`src/rtl/nw_fill_controller_pkg.sv`:
```
// Shared definitions for the Needleman-Wunsch fill controller:
// score type, symbol and direction codes, FSM encodings, saturation.
package nw_fill_controller_pkg;

    localparam int SCORE_W = 9;

    typedef logic signed [SCORE_W-1:0] score_t;
    typedef logic signed [SCORE_W:0]   wide_t;

    localparam logic [1:0] NUC_A = 2'd0;
    localparam logic [1:0] NUC_C = 2'd1;
    localparam logic [1:0] NUC_G = 2'd2;
    localparam logic [1:0] NUC_T = 2'd3;

    localparam logic [1:0] DIR_DIAG = 2'b00;
    localparam logic [1:0] DIR_UP   = 2'b01;
    localparam logic [1:0] DIR_LEFT = 2'b10;

    localparam logic [2:0] ST_IDLE  = 3'd0;
    localparam logic [2:0] ST_INIT  = 3'd1;
    localparam logic [2:0] ST_READ  = 3'd2;
    localparam logic [2:0] ST_CALC  = 3'd3;
    localparam logic [2:0] ST_WRITE = 3'd4;
    localparam logic [2:0] ST_ADV   = 3'd5;
    localparam logic [2:0] ST_DONE  = 3'd6;

    localparam wide_t SAT_MAX = 10'sd255;
    localparam wide_t SAT_MIN = -10'sd256;

    function automatic score_t sat(input wide_t v);
        if (v > SAT_MAX) begin
            return SAT_MAX[SCORE_W-1:0];
        end else if (v < SAT_MIN) begin
            return SAT_MIN[SCORE_W-1:0];
        end
        return v[SCORE_W-1:0];
    endfunction

endpackage

```
`src/rtl/nw_cell_max.sv`:
```
// Combinational cell scorer: diag/up/left candidates,
// widened adds, clamp to score range, pick winner.
module nw_cell_max
    import nw_fill_controller_pkg::*;
#(
    parameter score_t MATCH    = 9'sd1,
    parameter score_t MISMATCH = -9'sd1,
    parameter score_t GAP      = -9'sd2
) (
    input  score_t     diag,
    input  score_t     up,
    input  score_t     left,
    input  logic [1:0] char_a,
    input  logic [1:0] char_b,
    output score_t     max,
    output logic [1:0] dir
);

    score_t bonus;
    wide_t  d_sum;
    wide_t  u_sum;
    wide_t  l_sum;
    score_t d_sat;
    score_t u_sat;
    score_t l_sat;

    // Candidate scores; ties resolve diag, then up, then left.
    always_comb begin
        bonus = (char_a == char_b) ? MATCH : MISMATCH;
        d_sum = {diag[SCORE_W-1], diag} + {bonus[SCORE_W-1], bonus};
        u_sum = {up[SCORE_W-1], up} + {GAP[SCORE_W-1], GAP};
        l_sum = {left[SCORE_W-1], left} + {GAP[SCORE_W-1], GAP};
        d_sat = sat(d_sum);
        u_sat = sat(u_sum);
        l_sat = sat(l_sum);
        if (d_sat >= u_sat && d_sat >= l_sat) begin
            max = d_sat;
            dir = DIR_DIAG;
        end else if (u_sat >= l_sat) begin
            max = u_sat;
            dir = DIR_UP;
        end else begin
            max = l_sat;
            dir = DIR_LEFT;
        end
    end

endmodule

```
`src/rtl/nw_fill_controller.sv`:
```
// Needleman-Wunsch matrix fill sequencer: gap init of row/col 0,
// then row-major cell walk with read/calc/write/advance per cell.
module nw_fill_controller
    import nw_fill_controller_pkg::*;
#(
    parameter int     N        = 128,
    parameter int     BitAddr  = $clog2(N + 1),
    parameter score_t MATCH    = 9'sd1,
    parameter score_t MISMATCH = -9'sd1,
    parameter score_t GAP      = -9'sd2
) (
    input  logic             clk,
    input  logic             rst,
    input  logic             start,
    input  logic [1:0]       char_a,
    input  logic [1:0]       char_b,
    input  logic             signal,
    input  score_t           diag,
    input  score_t           up,
    input  score_t           left,
    output logic [BitAddr:0] i,
    output logic [BitAddr:0] j,
    output logic [BitAddr:0] addr_init,
    output score_t           data_init,
    output logic             en_init,
    output logic             en_ins,
    output logic             we,
    output logic             en_read,
    output logic             change_index,
    output score_t           max,
    output logic [1:0]       dir,
    output logic             dir_valid,
    output logic             busy,
    output logic             done
);

    localparam logic [BitAddr:0] LAST = (BitAddr + 1)'(N);
    localparam logic [BitAddr:0] ONE  = (BitAddr + 1)'(1);

    logic [2:0]       state;
    logic [BitAddr:0] k;
    logic             half;
    score_t           diag_q;
    score_t           up_q;
    score_t           left_q;
    score_t           cell_max;
    logic [1:0]       cell_dir;

    nw_cell_max #(
        .MATCH    (MATCH),
        .MISMATCH (MISMATCH),
        .GAP      (GAP)
    ) u_cell (
        .diag   (diag_q),
        .up     (up_q),
        .left   (left_q),
        .char_a (char_a),
        .char_b (char_b),
        .max    (cell_max),
        .dir    (cell_dir)
    );

    // FSM, init counter (two writes per k), cell indices, result regs.
    always_ff @(posedge clk or negedge rst) begin
        if (!rst) begin
            state  <= ST_IDLE;
            k      <= '0;
            half   <= 1'b0;
            i      <= '0;
            j      <= '0;
            diag_q <= '0;
            up_q   <= '0;
            left_q <= '0;
            max    <= '0;
            dir    <= DIR_DIAG;
        end else begin
            case (state)
                ST_IDLE, ST_DONE: begin
                    if (start) begin
                        state <= ST_INIT;
                        k     <= '0;
                        half  <= 1'b0;
                        i     <= '0;
                        j     <= '0;
                    end
                end
                ST_INIT: begin
                    half <= ~half;
                    if (half) begin
                        if (k == LAST) begin
                            i     <= ONE;
                            j     <= ONE;
                            state <= ST_READ;
                        end else begin
                            k <= k + 1'b1;
                        end
                    end
                end
                ST_READ: begin
                    if (signal) begin
                        diag_q <= diag;
                        up_q   <= up;
                        left_q <= left;
                        state  <= ST_CALC;
                    end
                end
                ST_CALC: begin
                    max   <= cell_max;
                    dir   <= cell_dir;
                    state <= ST_WRITE;
                end
                ST_WRITE: begin
                    state <= ST_ADV;
                end
                ST_ADV: begin
                    if (j != LAST) begin
                        j     <= j + 1'b1;
                        state <= ST_READ;
                    end else if (i != LAST) begin
                        j     <= ONE;
                        i     <= i + 1'b1;
                        state <= ST_READ;
                    end else begin
                        state <= ST_DONE;
                    end
                end
                default: begin
                    state <= ST_IDLE;
                end
            endcase
        end
    end

    // Strobes decode straight from state so reset clears them at once.
    always_comb begin
        en_init      = (state == ST_INIT);
        en_ins       = (state == ST_WRITE);
        we           = (state == ST_INIT) || (state == ST_WRITE);
        en_read      = (state == ST_READ);
        change_index = (state == ST_ADV);
        dir_valid    = (state == ST_WRITE);
        done         = (state == ST_DONE);
        busy         = (state == ST_INIT) || (state == ST_READ) ||
                       (state == ST_CALC) || (state == ST_WRITE) ||
                       (state == ST_ADV);
        addr_init    = '0;
        data_init    = '0;
        if (state == ST_INIT) begin
            addr_init = k;
            data_init = SCORE_W'(int'(GAP) * int'(k));
        end
    end

endmodule

```
`config.mk`:
```
export PLATFORM = sky130hd
export DESIGN_NAME = nw_fill_controller
export DESIGN_NICKNAME = d
export VERILOG_FILES = /design/src/rtl/nw_fill_controller_pkg.sv /design/src/rtl/nw_cell_max.sv /design/src/rtl/nw_fill_controller.sv
export SDC_FILE = /design/constraint.sdc
export NUM_CORES = 1
export LEC_CHECK = 0
export ABC_AREA = 0
export CAP_MARGIN = 20
export CORE_ASPECT_RATIO = 1.1
export CORE_MARGIN = 5
export CORE_UTILIZATION = 34
export CTS_BUF_LIST = sky130_fd_sc_hd__clkbuf_2
export DETAILED_ROUTE_END_ITERATION = 6
export REMOVE_ABC_BUFFERS = 1
export SLEW_MARGIN = 0
export SYNTH_ARGS = -nofsm -noshare
export SYNTH_HDL_FRONTEND = slang
export SYNTH_SLANG_ARGS = --single-unit
```
`constraint.sdc`:
```
create_clock -name clk -period 4.9 [get_ports clk]
set_input_delay 0.98 -clock clk [delete_from_list [all_inputs] [get_ports clk]]
set_output_delay 0.98 -clock clk [all_outputs]
set_load 0.03 [all_outputs]
```
==> results of run 1 <==
-- state kept, by name (all words and copies together) (netlist names) --
| register | flops |
|---|---|
| i | 9 |
| half | 1 |
| j | 9 |
| max | 9 |
| state | 3 |
| left_q | 9 |
| dir | 2 |
| diag_q | 9 |
| k | 9 |
| up_q | 9 |
-- Yosys cell counts, drive strengths merged (3+ instances only) --
master and n:
inv 44, or4 6, o211ai 3, nor2 62, mux2i 9, or3 3
and3 14, nor3 12, a22oi 3, nor3b 5, nand2b 9, nor2b 5
o21a 8, nor4 3, ha 43, a22o 3, a31oi 7, dfrtp 69
xor2 12, and2 6, clkbuf 21, nand4 8, xnor2 11, nor4b 4
o31ai 6, buf 8, or2 6, a221o 4, a21o 15, o21ai 48
mux2 24, a21oi 34, nand2 54, nand3 19, maj3 3, a211oi 6
nand3b 4, o22ai 3
-- per-stage QoR --
step | utilization | setup WS (ns) | hold WS, ns
finish | 0.446 | 0.0716 | 0.377
global route | 0.446 | -0.0431 | 0.343
CTS | 0.432 | 0.00396 | 0.330
detailed placement | 0.426 | -0.605 | 0.484
global placement | 0.426 | -0.534 | 0.463
floorplan | - | -0.554 | 0.456
-- layout make-up --
cell class	instances	area (µm²)	share of cell area
Clock buffer	9	45.0	0.00647
Clock inverter	7	50.0	0.00719
Inverter	45	169	0.0243
Multi-Input combinational cell	489	3520	0.506
Sequential cell	69	1730	0.248
Tap cell	200	250	0.0360
Timing Repair Buffer	130	1200	0.172
-- cells in the final DEF, fill, tap and decap left out, drive strengths merged, types with 4 or more instances in the layout --
cell | synthesis | layout
a221o | 4 | 4
nor3 | 12 | 12
or2 | 6 | 6
nor4b | 4 | 4
a21oi | 34 | 34
clkbuf | 21 | 9
xor2 | 12 | 12
o21a | 8 | 8
clkinv | 1 | 7
nor3b | 5 | 5
nand2b | 9 | 9
and3 | 14 | 14
nor2 | 62 | 62
nand2 | 54 | 54
clkdlybuf4s50 | 0 | 87
or4 | 6 | 6
nor2b | 5 | 5
xnor2 | 11 | 11
mux2i | 9 | 9
buf | 8 | 42
a21o | 15 | 15
nand3 | 19 | 19
a31oi | 7 | 7
nand4 | 8 | 8
mux2 | 24 | 24
and2 | 6 | 6
ha | 43 | 43
a211oi | 6 | 6
o21ai | 48 | 48
dfrtp | 69 | 69
nand3b | 4 | 4
inv | 44 | 45
o31ai | 6 | 6
-- what timing repair did --
action                                  in CTS  in global routing
gates resized for setup                      0                 35
endpoints found under the setup margin       0                 11
setup buffers                                0                  3
hold endpoints to repair                     0                  0
-- worst paths after layout --
kind	start	end	slack, ns	cells after the start
worst max register to register	diag_q[0]$_DFFE_PN0P_	max[6]$_DFFE_PN0P_	0.84	17
worst min-delay path	rst	j[2]$_DFFE_PN0P_	0.38	1
max in group asynchronous	rst	max[4]$_DFFE_PN0P_	3.46	2
worst max-delay path	char_b[1]	max[6]$_DFFE_PN0P_	0.07	21
worst min register to register	dir[0]$_DFFE_PN0P_	dir[0]$_DFFE_PN0P_	0.51	2
min in group clk	dir[0]$_DFFE_PN0P_	dir[0]$_DFFE_PN0P_	0.51	2
-- logic make-up (layout without fill, tap and decap cells) --
kind of cell	Yosys count	in the layout	synth area share
mux	33	33	0.0672
buf+inv	74	191	0.0560
other cells	1	1	0.000700
fa+ha+maj	47	47	0.110
flops	69	69	0.322
simple gates	225	225	0.213
xor+xnor	23	23	0.0376
compound gates	160	160	0.193
-- layer usage --
layer	share of wire	wire (µm)
met5	0	0
met4	0.020	288
met3	0.053	771
met2	0.48	7020
met1	0.44	6460
==> impl_metrics.json, run 1 <==
{
  "status": "complete, no violations",
  "crit_family": "compound AO/OA/AOI/OAI gates",
  "dp_hpwl_mm": 11.0,
  "drv_cap": 0,
  "wire_per_inst_um": 15.3,
  "via_per_inst": 5.34,
  "core_mm2": 0.0156,
  "grt_max_degree": 43,
  "drc": 0,
  "yosysWarningCount": 0,
  "worst-setup-path-type": "primary input to flop",
  "cp_num_buf_inv": 5,
  "slowest_delay_ns": 0.42,
  "async_reset_ff_frac": 1.00,
  "cts_tree": "yes",
  "arrival_ns": 5.32,
  "start_util": 0.343,
  "ios": 90,
  "period_minus_slack_ns": 4.83,
  "fmax_mhz": 207,
  "area.growth.synth_to_final_pct": 29.8,
  "crit_chain": "clkdlybuf4s50_1, xnor2_1, nand2_2, buf_6, inv_1, fa_2, nor2b_4, o2111ai_4, a21o_1, a211oi_4, a211oi_2, ha_1, nand2b_1, a21o_1, a211oi_2, o221ai_1, nor4b_2, buf_4, clkdlybuf4s15_2, o31ai_1, a21o_1",
  "seq_area_frac_synth": 0.322,
  "ctsHoldBuffers": 0,
  "cp_common_cell": "a21o_1",
  "worst_setup_path_end_kind": "flop",
  "setup_violations": 0,
  "ys_types": 70,
  "dieArea_mm2": 0.0184,
  "tightest_slew_ns": 0.894,
  "finalInstanceArea_mm2": 0.00696,
  "ys_ff_latch": 69,
  "n_antenna_cell": 0,
  "place_area_mm2": 0.00665,
  "fp.dieH_um": 142,
  "maxSlewViolCount": 0,
  "grt_overflow": 0,
  "min_period_over_period": 0.985,
  "maxSlewHeadroom": 0.404,
  "ant_nets": 0,
  "synth_area_leaders": "dfrtp_1 32%, ha_1 10%, mux2_2 5.0%",
  "grt_pass1_vias": 5043,
  "clk_latency_ns": 0.58,
  "antenna_found_initial": 0,
  "max-clock-path-buffers": 2,
  "avgSynthCellArea_um2": 8.48,
  "cp_data_required_time_ns": 5.39,
  "met3_usage": 0.0422,
  "met1_usage": 0.200,
  "portBuffers": 88,
  "fin_skew_ns": 0.0514,
  "die_width_um": 130,
  "gp_congestion": 0.893,
  "routed_wl_mm": 14.5,
  "num_vias": 5069,
  "postSynthCellCount": 632,
  "use_met2": 0.263,
  "first_iter_violations": 202,
  "ctsHtreeMaxLevel": 3,
  "path_clk_slew_ns": 0.25,
  "critPathMaxFanout": 6,
  "hold_path.class": "primary input to async pin",
  "drive_above_1_share": 0.166,
  "grt_usage": 0.157,
  "final_hold_viol_count": 0,
  "yosys.area.top_type_share": 0.322,
  "fill_cells": 1551,
  "cts-root-buf": "clkbuf_2",
  "nNetsFinal": 823,
  "synth_flop_cell": "dfrtp_1",
  "clock_sinks": 69,
  "place_inst": 929,
  "synth_area_mm2": 0.00536,
  "yosysTopAreaCell": "dfrtp_1",
  "synth-edff-count": 0,
  "finalNonFillerCells": 949,
  "cts_buffers": 9,
  "grt_pass1_wl_mm": 23.7,
  "crit_path_start_kind": "primary input",
  "tns_ns": 0,
  "rows": 48,
  "busiest_layer": "met2",
  "slowest_stage": "clkdlybuf4s50_1",
  "drtPass1Iterations": 5
}
Power of run 1 is left out: the tool's default activity adds up to more than one toggle a clock period on the data nets, which glitch-free logic cannot reach.
==> run 2, diff against run 1 <==
--- a/config.mk
+++ b/config.mk
@@ -12,6 +12,7 @@
 export CORE_UTILIZATION = 34
 export CTS_BUF_LIST = sky130_fd_sc_hd__clkbuf_2
 export DETAILED_ROUTE_END_ITERATION = 6
+export GPL_TIMING_DRIVEN = 0
 export REMOVE_ABC_BUFFERS = 1
 export SLEW_MARGIN = 0
 export SYNTH_ARGS = -nofsm -noshare
==> impl_metrics.json, run 2 (synthesis gave the netlist of run 1 again) <==
{
  "dp_hpwl_mm": 10.5,
  "layout_commonest_cell": "clkdlybuf4s50_1",
  "cts_buffers": 9,
  "crit_end": "max[3]$_DFFE_PN0P_",
  "n_antenna_cell": 0,
  "place_inst": 895,
  "arrival_ns": 5.07,
  "ctsHtreeMaxLevel": 3,
  "finalNonFillerCells": 917,
  "rsz0062_at_grt": "false",
  "cts-root-buf": "clkbuf_2",
  "path_clk_slew_ns": 0.23,
  "timing.rr.end": "max[6]$_DFFE_PN0P_",
  "wire_per_inst_um": 15.4,
  "grt_pass1_wl_mm": 23.5,
  "start_util": 0.343,
  "routed_wl_mm": 14.1,
  "worst_setup_path_end_kind": "flop",
  "min_period_over_period": 0.936,
  "r2r-start": "up_q[6]$_DFFE_PN0P_",
  "hold_path.class": "primary input to async pin",
  "grt_overflow": 0,
  "crit_path_start_kind": "primary input",
  "status": "complete, no violations",
  "drc": 0,
  "num_vias": 4895,
  "critPathMaxFanout": 9,
  "slowest_stage": "or4b_2",
  "fmax_mhz": 218,
  "first_iter_violations": 263,
  "via_per_inst": 5.34,
  "core_mm2": 0.0156,
  "crit_family": "compound AO/OA/AOI/OAI gates",
  "fp.dieH_um": 142,
  "crit_chain": "dlymetal6s2s_1, xnor2_2, nand2_4, ha_4, nand2_2, or4b_2, a21oi_2, a32oi_2, a211oi_2, ha_1, nand2b_1, a21o_1, a21o_1, a211oi_2, nor4b_4, buf_6, nor2b_4, a221o_1",
  "die_width_um": 130,
  "drv_cap": 0,
  "cts_tree": "yes",
  "drtPass1Iterations": 5,
  "dp_slack_ns": -1.22,
  "maxSlewHeadroom": 0.393,
  "maxSlewViolCount": 0,
  "clock_sinks": 69,
  "hold_ws_ns": 0.192,
  "rrSetupSlack_ns": 0.68,
  "grt_max_degree": 59,
  "critPathLaunch": "char_b[1]",
  "dieArea_mm2": 0.0184,
  "grt_usage": 0.156,
  "ant_nets": 0,
  "portBuffers": 88,
  "nNetsFinal": 791,
  "fin_util": 0.435,
  "max-clock-path-buffers": 2,
  "cp_data_required_time_ns": 5.39,
  "drive_above_1_share": 0.130,
  "path_depth": 18,
  "final_hold_viol_count": 0,
  "r2r_cells": 13,
  "setup_violations": 0,
  "ios": 90,
  "most-common-layout-cells": "83 x clkdlybuf4s50_1, 69 x dfrtp_1, 61 x nor2_1",
  "worst-setup-path-type": "primary input to flop",
  "grt_pass1_vias": 4865,
  "period_minus_slack_ns": 4.59,
  "gp_congestion": 0.813,
  "cp_num_buf_inv": 2,
  "fin_skew_ns": 0.0470,
  "area.growth.synth_to_final_pct": 26.8,
  "tightest_slew_ns": 0.910,
  "clk_latency_ns": 0.59,
  "rows": 48,
  "antenna_found_initial": 0,
  "setup_ws_ns": 0.312,
  "slowest_delay_ns": 0.63
}
==> run 2: repair_timing <==
action | 4_1_cts | 5_1_grt
hold buffers | 0 | 0
setup buffers | 4 | 1
endpoints found under the hold margin | 0 | 0
gates resized for setup | 27 | 18
cloned | 1 | 0
pin swaps | 10 | 13
endpoints found under the setup margin | 9 | 7
==> run 2: metrics by stage <==
stage / cell area, µm² / TNS (ns)
after floorplan: 5230 / -4.82
after global placement: 6360 / -22.84
after detailed placement: 6430 / -10.78
after CTS: 6710 / 0
after global routing: 6800 / 0
final: 6800 / 0
==> run 2: worst min-delay path by stage <==
stage	to	startpoint	slack [ns]	cells past startpoint
after detailed placement	dir[1]$_DFFE_PN0P_	dir[1]$_DFFE_PN0P_	0.47	2
after global placement	max[8]$_DFFE_PN0P_	max[8]$_DFFE_PN0P_	0.47	2
after global routing	j[4]$_DFFE_PN0P_	rst	0.15	1
after CTS	j[4]$_DFFE_PN0P_	rst	0.16	1
after floorplan	half$_DFFE_PN0P_	half$_DFFE_PN0P_	0.46	1
final	j[4]$_DFFE_PN0P_	rst	0.19	1
==> run 2: per-layer routing <==
layer  GRT usage  wire length, µm  up-vias
met1       0.200             6400     2326
met2       0.259             6840      123
li1            -                -     2428
met4      0.0438              217        0
met5           0                0        -
met3      0.0384              651       18
==> run 2: final cells by class <==
class / instances / area [µm²]
sequential: 69 / 1730
fill: 1590 / 8820
multi-input combinational: 490 / 3540
clock inverter: 7 / 66.3
timing repair buffer: 97 / 1000
inverter: 45 / 169
tap: 200 / 250
clock buffer: 9 / 45.0
Power of run 2 is left out for the same reason.
